`src/rtl/load_store_unit.sv`:
```
// RV32I data-side load/store unit: one word-aligned bus transaction per access, with byte strobes and load extension.
// Optional bus wait timeout is enabled with `define LSU_TIMEOUT_EN (limit set by TIMEOUT_CYCLES).
module load_store_unit #(
    parameter int TIMEOUT_CYCLES = 256
) (
    input  logic        clk_i,
    input  logic        rst_i,
    input  logic        mem_read_i,
    input  logic        mem_write_i,
    input  logic [2:0]  funct3_i,
    input  logic [31:0] addr_i,
    input  logic [31:0] wdata_i,
    output logic        stall_o,
    output logic        done_o,
    output logic        lsu_err_o,
    output logic [31:0] rdata_o,
    output logic        bus_req_o,
    output logic        bus_we_o,
    output logic [31:0] bus_addr_o,
    output logic [31:0] bus_wdata_o,
    output logic [3:0]  bus_wstrb_o,
    input  logic        bus_gnt_i,
    input  logic        bus_rvalid_i,
    input  logic [31:0] bus_rdata_i
);

    typedef enum logic [1:0] {IDLE, REQ, RESP, DONE} state_t;

    if (TIMEOUT_CYCLES < 2) begin : g_bad_timeout
        $error("TIMEOUT_CYCLES must be at least 2");
    end

    state_t      state_q;
    logic [2:0]  funct3_q;
    logic [1:0]  addr_lo_q;
    logic        done_q;
    logic        err_q;
    logic [31:0] rdata_q;
    logic        bus_req_q;
    logic        bus_we_q;
    logic [31:0] bus_addr_q;
    logic [31:0] bus_wdata_q;
    logic [3:0]  bus_wstrb_q;

    logic        legal_d;
    logic        misalign_d;
    logic        access_ok_d;
    logic [3:0]  st_wstrb_d;
    logic [31:0] st_wdata_d;
    logic [31:0] lane_d;
    logic [31:0] load_d;
    logic        timeout_hit;

    // mem_read wins when both requests are high, so legality follows the read table then.
    always_comb begin
        legal_d = 1'b0;
        if (mem_read_i) begin
            case (funct3_i)
                3'b000, 3'b001, 3'b010, 3'b100, 3'b101: legal_d = 1'b1;
                default:                                legal_d = 1'b0;
            endcase
        end else begin
            case (funct3_i)
                3'b000, 3'b001, 3'b010: legal_d = 1'b1;
                default:                legal_d = 1'b0;
            endcase
        end
        misalign_d  = ((funct3_i[1:0] == 2'b01) && addr_i[0]) ||
                      ((funct3_i[1:0] == 2'b10) && (addr_i[1:0] != 2'b00));
        access_ok_d = legal_d && !misalign_d;
    end

    always_comb begin
        st_wstrb_d = 4'b1111;
        st_wdata_d = wdata_i;
        case (funct3_i[1:0])
            2'b00: begin
                st_wstrb_d = 4'b0001 << addr_i[1:0];
                st_wdata_d = {4{wdata_i[7:0]}};
            end
            2'b01: begin
                st_wstrb_d = 4'b0011 << addr_i[1:0];
                st_wdata_d = {2{wdata_i[15:0]}};
            end
            default: begin
                st_wstrb_d = 4'b1111;
                st_wdata_d = wdata_i;
            end
        endcase
    end

    always_comb begin
        lane_d = bus_rdata_i >> {addr_lo_q, 3'b000};
        case (funct3_q)
            3'b000:  load_d = {{24{lane_d[7]}}, lane_d[7:0]};
            3'b001:  load_d = {{16{lane_d[15]}}, lane_d[15:0]};
            3'b100:  load_d = {24'b0, lane_d[7:0]};
            3'b101:  load_d = {16'b0, lane_d[15:0]};
            default: load_d = lane_d;
        endcase
    end

`ifdef LSU_TIMEOUT_EN
    localparam int CW = $clog2(TIMEOUT_CYCLES + 1);
    logic [CW-1:0] cnt_q;

    assign timeout_hit = ((state_q == REQ) || (state_q == RESP)) &&
                         (cnt_q == CW'(TIMEOUT_CYCLES - 1));

    always_ff @(posedge clk_i) begin
        if (rst_i) begin
            cnt_q <= '0;
        end else if (state_q == IDLE) begin
            cnt_q <= '0;
        end else if ((state_q == REQ) || (state_q == RESP)) begin
            cnt_q <= cnt_q + 1'b1;
        end
    end
`else
    assign timeout_hit = 1'b0;
`endif

    always_ff @(posedge clk_i) begin
        if (rst_i) begin
            state_q     <= IDLE;
            funct3_q    <= 3'b000;
            addr_lo_q   <= 2'b00;
            done_q      <= 1'b0;
            err_q       <= 1'b0;
            rdata_q     <= 32'h0;
            bus_req_q   <= 1'b0;
            bus_we_q    <= 1'b0;
            bus_addr_q  <= 32'h0;
            bus_wdata_q <= 32'h0;
            bus_wstrb_q <= 4'b0000;
        end else begin
            done_q <= 1'b0;
            err_q  <= 1'b0;
            case (state_q)
                IDLE: begin
                    if (mem_read_i || mem_write_i) begin
                        funct3_q  <= funct3_i;
                        addr_lo_q <= addr_i[1:0];
                        if (access_ok_d) begin
                            state_q     <= REQ;
                            bus_req_q   <= 1'b1;
                            bus_we_q    <= !mem_read_i;
                            bus_addr_q  <= {addr_i[31:2], 2'b00};
                            bus_wdata_q <= st_wdata_d;
                            bus_wstrb_q <= mem_read_i ? 4'b0000 : st_wstrb_d;
                        end else begin
                            // Rejected accesses never touch the bus registers.
                            state_q <= DONE;
                            done_q  <= 1'b1;
                            err_q   <= 1'b1;
                            rdata_q <= 32'h0;
                        end
                    end
                end
                REQ: begin
                    if (bus_gnt_i) begin
                        bus_req_q <= 1'b0;
                        if (bus_we_q) begin
                            state_q <= DONE;
                            done_q  <= 1'b1;
                        end else begin
                            state_q <= RESP;
                        end
                    end else if (timeout_hit) begin
                        bus_req_q <= 1'b0;
                        state_q   <= DONE;
                        done_q    <= 1'b1;
                        err_q     <= 1'b1;
                        rdata_q   <= 32'h0;
                    end
                end
                RESP: begin
                    if (bus_rvalid_i) begin
                        rdata_q <= load_d;
                        state_q <= DONE;
                        done_q  <= 1'b1;
                    end else if (timeout_hit) begin
                        state_q <= DONE;
                        done_q  <= 1'b1;
                        err_q   <= 1'b1;
                        rdata_q <= 32'h0;
                    end
                end
                DONE: begin
                    state_q <= IDLE;
                end
                default: begin
                    state_q <= IDLE;
                end
            endcase
        end
    end

    assign stall_o     = ((state_q == IDLE) && (mem_read_i || mem_write_i)) ||
                         (state_q == REQ) || (state_q == RESP);
    assign done_o      = done_q;
    assign lsu_err_o   = err_q;
    assign rdata_o     = rdata_q;
    assign bus_req_o   = bus_req_q;
    assign bus_we_o    = bus_we_q;
    assign bus_addr_o  = bus_addr_q;
    assign bus_wdata_o = bus_wdata_q;
    assign bus_wstrb_o = bus_wstrb_q;

endmodule
```
`config.mk`:
```
export PLATFORM = sky130hd
export DESIGN_NAME = load_store_unit
export DESIGN_NICKNAME = d
export VERILOG_FILES = /design/src/rtl/load_store_unit.sv
export SDC_FILE = /design/constraint.sdc
export NUM_CORES = 1
export LEC_CHECK = 0
export ABC_CLOCK_PERIOD_IN_PS = 3000
export BUFFER_PORTS_ARGS = -buffer_cell sky130_fd_sc_hd__buf_2
export CAP_MARGIN = 25
export CELL_PAD_IN_SITES_DETAIL_PLACEMENT = 1
export CELL_PAD_IN_SITES_GLOBAL_PLACEMENT = 2
export CORE_MARGIN = 2
export CORE_UTILIZATION = 29
export DETAILED_ROUTE_END_ITERATION = 10
export HOLD_SLACK_MARGIN = 0.02
export PLACE_DENSITY = 0.85
export SLEW_MARGIN = 5
export SYNTH_ARGS = -nofsm -noshare
export SYNTH_HDL_FRONTEND = slang
export SYNTH_SLANG_ARGS = --single-unit
```
`constraint.sdc`:
```
create_clock -name clk_i -period 3 [get_ports clk_i]
set_input_delay 0.45 -clock clk_i [delete_from_list [all_inputs] [get_ports clk_i]]
set_output_delay 0.45 -clock clk_i [all_outputs]
set_load 0.02 [all_outputs]
```
==> results of run 1 <==
## stage by stage
step | area (um^2) | hold slack, ns
finish | 6640 | 0.326
global route | 6640 | 0.319
CTS | 6620 | 0.305
detailed placement | 6300 | 0.459
global placement | 6300 | 0.445
floorplan | 5160 | 0.443
## cell type report
type                       instances  share of cell area, %
timing repair buffer             218                   17.2
clock inverter                     4                  0.792
clock buffer                      12                   4.02
tap                              225                   4.24
inverter                           7                  0.396
multi-input combinational        418                   40.5
sequential                       109                   32.9
## cell families (layout without fill, tap and decap cells)
group | count (synthesis) | count (layout)
AND/OR/NAND/NOR | 123 | 123
other | 1 | 2
buffers and inverters | 66 | 241
flip-flops | 109 | 109
multiplexers | 52 | 52
adder cells (fa/ha/maj) | 5 | 5
AO/OA/AOI/OAI | 236 | 236
## cell usage in the layout (no fill, tap or decap), drive strengths merged
master,count
nand2b,2
o211ai,8
a211oi,12
nand2,62
a2bb2oi,7
a311oi,9
a21oi,77
a22o,8
a21o,2
or2,1
mux2i,43
clkbuf,12
a31o,1
a31oi,1
o21ai,78
nor4,1
clkinv,4
o22ai,1
buf,218
a221oi,1
mux4,1
o21a,1
o221a,1
ha,5
o2111ai,11
a32o,16
nor2b,2
conb,2
dfxtp,109
inv,6
or3,1
mux2,8
nand3b,2
bufinv,1
nor2,13
o2111a,1
nand3,39
a32oi,1
## path summary, 6_finish.rpt
kind,endpoint,slack (ns)
min reg2reg,rdata_o[1],0.46
min,bus_req_o,0.33
max,stall_o,0.68
max reg2reg,bus_wdata_o[9],0.76
## routing by layer
metal,track usage (%),vias to the layer above
met5,0,-
met4,6.93,0
met3,6.51,26
met2,32.1,180
met1,24.6,2602
li1,-,2523
## where the power goes
group,internal (mW),switching [mW],leakage [nW]
clock network,0.721,0.572,0.159
logic,0.651,1.29,1.79
registers,1.66,0.167,0.887
total,3.03,2.03,2.84
## sequential cells by signal, summed over array words and instances, names as in the netlist
signal       flops
bus_wstrb_o      4
funct3_q         3
bus_wdata_o     32
bus_addr_o      30
state_q          2
bus_req_o        1
lsu_err_o        1
addr_lo_q        2
done_o           1
rdata_o         32
bus_we_o         1
==> reports/results.ini, run 1 <==
[yosys]
synth.avg_cell_area_um2 = 8.71
synth_top_family_by_area = compound AO/OA/AOI/OAI gates
synth-async-reset-ratio_pct = 0
ys_ff_latch = 109
ys_seq_area_share_pct = 42.3
synth_fa_ha_area_share_pct = 1.21
synthDistinctLibCells = 46
synthesis.area_um2 = 5160
synth_top_cell_area_share_pct = 42.3
synth_flop_cell = dfxtp_1
yosysTopAreaCell = dfxtp_1
synth_edf_count = 0
synth-compound-area-share_pct = 29.2
synth_xor_area_share_pct = 0
synthCells = 592
synth_area_leaders = dfxtp_1 42%, mux2i_1 8.3%, o21ai_0 7.5%
synthSimpleGateAreaFrac_pct = 10.7
yosysWarnings = 0
synthTopCellsByCount = 109 x dfxtp_1, 77 x o21ai_0, 75 x a21oi_1
yosysMostFrequentCell = dfxtp_1
synth.area.mux_share_pct = 10.5

[sta]
fin_worst_skew_ns = 0.00888
slew_violations = 0
worst_pin_slew_ns = 0.792
hold_viol = 0
rsz0062_at_grt = false
setup_viol = 0
period_needed_ns = 2.32
fin_tns_setup_ns = 0
slew-limit-headroom_pct = 47.2
finalCritPeriodShare_pct = 77.3
worst_slack_ns = 0.681
fmax_ghz = 0.431

[clocking]
cts_resized = 0
cts_hold_repair.buffers = 0
ctsHtreeMaxLevel = 3
cts_buffers = 9
cts_tree = yes
cts-root-buf = clkbuf_16
numClockSinks = 109
clk_pin_slew_ns = 0.08
clk-insertion-delay-late_ns = 0.35
postCtsSetupRepairBufs = 0
cts_buffer_depth = 2

[critical_path]
worstPathArrival_ns = 1.87
crit_buf_inv = 3
critical-path-max-stage-delay_ns = 0.39
cp_max_fo = 5
crit_family = buffers and inverters
worstPathRequired_ns = 2.55
r2r_start = state_q[0]
crit_slowest_cell = dfxtp_1
worstRegToRegCells = 7
critical_path_cell_count = 6
worst_setup_path_start_kind = flop
startpoint = state_q[0]
endpoint_kind = output pin
cp_cell_sequence = inv_1 -> ha_1 -> inv_1 -> nor2_4 -> or3_1 -> buf_2
crit_path_frequent_cell = inv_1
crit_type = flop to output pin

[detailed_routing]
vias = 5331
drt_pass1_iterations = 4
viasPerCell = 5.37
wl_met2_mm = 8.82
highest_layer = met4
wl_per_cell_um = 19.1
wl_met1_mm = 7.99
routed_wl_mm = 18.9
wl_met3_mm = 1.72
drt.antenna.violating_nets = 0
route.detailed.drc = 0
drtIter0Drc = 158

[grt]
grt_max_degree = 75
grt_pass1_wl_mm = 28.9
antenna_found_initial = 1
grt.overflow.total = 0
grt_pass1_vias = 5412
grt_usage_pct = 19.8

[placed_design]
dp.cells = 976
port_buffers = 207
post-place-ws_ns = 0.508
gp_congestion = 0.837
dp_hpwl_mm = 13.7

[flow_run]
drv_cap = 0

[pwr]
finalPower_mw = 5.06
ir_worst_vdd_v = 0.000311
leakage_nw = 2.84
p_per_area_nw_per_um2 = 763

[min_path]
min_from = bus_gnt_i
min_path_cells = 2
hp-class = input pin to flop

[finish]
regArea_um2 = 2180
final_cells = 993
syn_to_final_growth_pct = 28.7
final_nets = 873
final_layout_size_suffix_gt1_share_pct = 33.7
multiInputGateArea_um2 = 2690
postLayoutCoreUtil_pct = 38.2
n_antenna_cell = 0
fill_cells = 2116

[floorplan]
dieArea_um2 = 18900
dieHeight_um = 137
die_w_um = 137
num_rows = 48
core_region_area_um2 = 17400
start_util_pct = 29.7
boundaryPins = 210

[outcome]
status = complete, no violations

Power figures use the tool's default switching activity.
==> run 2, diff against run 1 <==
--- a/config.mk
+++ b/config.mk
@@ -5,16 +5,16 @@
 export SDC_FILE = /design/constraint.sdc
 export NUM_CORES = 1
 export LEC_CHECK = 0
-export ABC_CLOCK_PERIOD_IN_PS = 3000
+export ABC_CLOCK_PERIOD_IN_PS = 2200
 export BUFFER_PORTS_ARGS = -buffer_cell sky130_fd_sc_hd__buf_2
 export CAP_MARGIN = 25
 export CELL_PAD_IN_SITES_DETAIL_PLACEMENT = 1
 export CELL_PAD_IN_SITES_GLOBAL_PLACEMENT = 2
 export CORE_MARGIN = 2
-export CORE_UTILIZATION = 29
+export CORE_UTILIZATION = 27
 export DETAILED_ROUTE_END_ITERATION = 10
 export HOLD_SLACK_MARGIN = 0.02
-export PLACE_DENSITY = 0.85
+export PLACE_DENSITY = 0.8
 export SLEW_MARGIN = 5
 export SYNTH_ARGS = -nofsm -noshare
 export SYNTH_HDL_FRONTEND = slang
==> constraint.sdc (replaced) <==
create_clock -name clk_i -period 2.2 [get_ports clk_i]
set_input_delay 0.33 -clock clk_i [delete_from_list [all_inputs] [get_ports clk_i]]
set_output_delay 0.33 -clock clk_i [all_outputs]
set_load 0.02 [all_outputs]
==> run 2 against run 1 <==
Clock skew barely moved. Wire length up 1.1%. Sequential power rose by 34%. Global-route usage decreased by 1.3 points. Sequential share of layout area down 0.17 points.
==> reports/results.ini, run 2 (same netlist as run 1, synthesis figures left out) <==
[clocking]
cts_buffers = 9  ; unchanged
clk_pin_slew_ns = 0.07  ; about the same
cts_tree = yes
cts-root-buf = clkbuf_16
cts_hold_repair.buffers = 0  ; unchanged
ctsHtreeMaxLevel = 3  ; unchanged
postCtsSetupRepairBufs = 0  ; unchanged
numClockSinks = 109  ; unchanged
clk-insertion-delay-late_ns = 0.35  ; about the same
cts_buffer_depth = 2  ; unchanged

[critical_path]
worst_setup_path_start_kind = flop
critical-path-max-stage-delay_ns = 0.39  ; about the same
worstPathRequired_ns = 1.87  ; -0.68 ns
crit_type = flop to output pin
worstRegToRegCells = 5  ; -2
r2r_start = addr_lo_q[1]
worstPathArrival_ns = 1.78  ; -0.09 ns
cp_cell_sequence = inv_1 -> ha_2 -> inv_2 -> nor2_4 -> or3_1 -> buf_2
crit_slowest_cell = dfxtp_1
cp_max_fo = 5  ; unchanged
endpoint_kind = output pin
rrSetupSlack_ns = 0.22  ; -0.54 ns
r2r_end = rdata_o[25]

[detailed_routing]
route.detailed.drc = 0  ; unchanged
viasPerCell = 5.25  ; -2.1%
wl_per_cell_um = 19.0  ; -0.55%
drt.antenna.violating_nets = 0  ; unchanged
drtIter0Drc = 202  ; +28%
drt_pass1_iterations = 6  ; +2
vias = 5301  ; -0.56%
routed_wl_mm = 19.1  ; +1.1%

[finish]
layout_commonest_cell = buf_2
final_nets = 881  ; +0.92%
postLayoutCoreUtil_pct = 35.7  ; -2.6 points
syn_to_final_growth_pct = 29.4
final_cell_mix = 207 x buf_2, 108 x dfxtp_1, 77 x o21ai_0, 75 x a21oi_1, 62 x nand2_1
final_layout_size_suffix_gt1_share_pct = 34.5  ; +0.82 points

[grt]
antenna_found_initial = 3  ; +2
grt_pass1_vias = 5528  ; +2.1%
grt_util_met3_pct = 6.73  ; +0.22 points
grt.overflow.total = 0  ; unchanged
grtUsageMet1_pct = 22.7  ; -1.9 points
grt_pass1_wl_mm = 29.6  ; +2.4%
busiest_layer = met2
grt_usage_pct = 18.5  ; -1.3 points
grt_max_degree = 48  ; -36%
grtUsageMet2_pct = 30.6  ; -1.5 points

[sta]
fin_worst_skew_ns = 0.00860  ; -0.000284 ns
finalCritPeriodShare_pct = 95.9
rsz0062_at_grt = false
worst_pin_slew_ns = 0.798  ; +0.00676 ns
slew_violations = 0  ; unchanged
setup_viol = 0  ; unchanged
holdWs_ns = 0.210  ; -0.116 ns
slew-limit-headroom_pct = 46.7  ; -0.51 points
hold_viol = 0  ; unchanged
fmax_ghz = 0.474
fin_tns_setup_ns = 0  ; unchanged
period_needed_ns = 2.11

[placed_design]
port_buffers = 207  ; unchanged
dp_hpwl_mm = 14.1  ; +2.8%
gp_congestion = 0.851  ; +1.6%

[min_path]
hp-class = input pin to flop
min_from = bus_gnt_i
holdPathEnd = bus_req_o
min_path_cells = 2  ; unchanged

[floorplan]
dieHeight_um = 142  ; +3.5%
num_rows = 50  ; +4.2%
start_util_pct = 27.6  ; -2.1 points
die_w_um = 142  ; +3.5%
core_region_area_um2 = 18700  ; +7.8%
dieArea_um2 = 20200  ; +7.2%
boundaryPins = 210  ; unchanged

[pwr]
ir_worst_vdd_v = 0.000534  ; +72%
finalPower_mw = 6.71  ; +33%
leakage_nw = 2.85  ; +0.27%
p_per_area_nw_per_um2 = 1010  ; +32%

[flow_run]
drv_cap = 0  ; unchanged

[outcome]
status = complete, no violations

run 2: cell types whose count changed in the layout (fill, tap and decap cells not counted), sizes merged:
| cell | previous run | this run |
|---|---|---|
| buf | 218 | 226 |
| bufinv | 1 | 0 |
| clkbuf | 12 | 9 |
| clkinv | 4 | 2 |
| clkinvlp | 0 | 1 |
| diode | 0 | 2 |
| inv | 6 | 8 |
run 2: worst max-delay path: cells and delay by family (launching register included):
kind	cells	cell delay (ns)
buffers and inverters	3	0.41
adders and majority gates	1	0.24
and+or+nand+nor	2	0.38
DFF	1	0.39
run 2: worst max-delay path by stage:
stage	slack, ns	cells after the start	start	to
floorplan	0.44	6	state_q[0]	stall_o
global placement	0.30	5	addr_i[0]	rdata_o[21]
detailed placement	0.19	7	state_q[0]	bus_wstrb_o[1]
CTS	0.06	6	state_q[0]	stall_o
global route	0.003	6	state_q[0]	stall_o
finish	0.09	6	state_q[0]	stall_o
run 2: routing by layer:
metal,vias up,share of wire [%],wire [um]
met5,-,0,0
met4,0,1.5,296
met3,21,8.5,1630
met2,183,47,8990
met1,2551,43,8210
li1,2546,-,-
run 2: area by class of cell:
cell class	count	area (um^2)
Multi-Input combinational cell	418	2690
Antenna cell	2	5.00
Clock buffer	9	225
Fill cell	2263	12000
Inverter	7	26.3
Clock inverter	4	33.8
Sequential cell	109	2180
Timing Repair Buffer	226	1220
Tap cell	234	293
run 2: stage by stage:
step | setup WS, ns | cells | area [um^2]
6_report | 0.0905 | 1009 | 6670
5_1_grt | 0.00286 | 1007 | 6670
4_1_cts | 0.0618 | 1007 | 6670
3_5_place_dp | 0.192 | 994 | 6400
3_3_place_gp | 0.300 | 994 | 6400
2_1_floorplan | 0.440 | 593 | 5160
run 2: repair_timing:
action | in CTS | in global routing
gates resized for setup | 2 | 1
endpoints found under the hold margin | 0 | 0
setup endpoints to repair | 1 | 1
run 2: report_power, final:
group	leakage (nW)	total, mW	switching (mW)	internal, mW
registers	0.887	2.45	0.186	2.27
logic	1.84	2.74	1.80	0.942
clock network	0.125	1.52	0.754	0.763
total	2.85	6.71	2.74	3.97
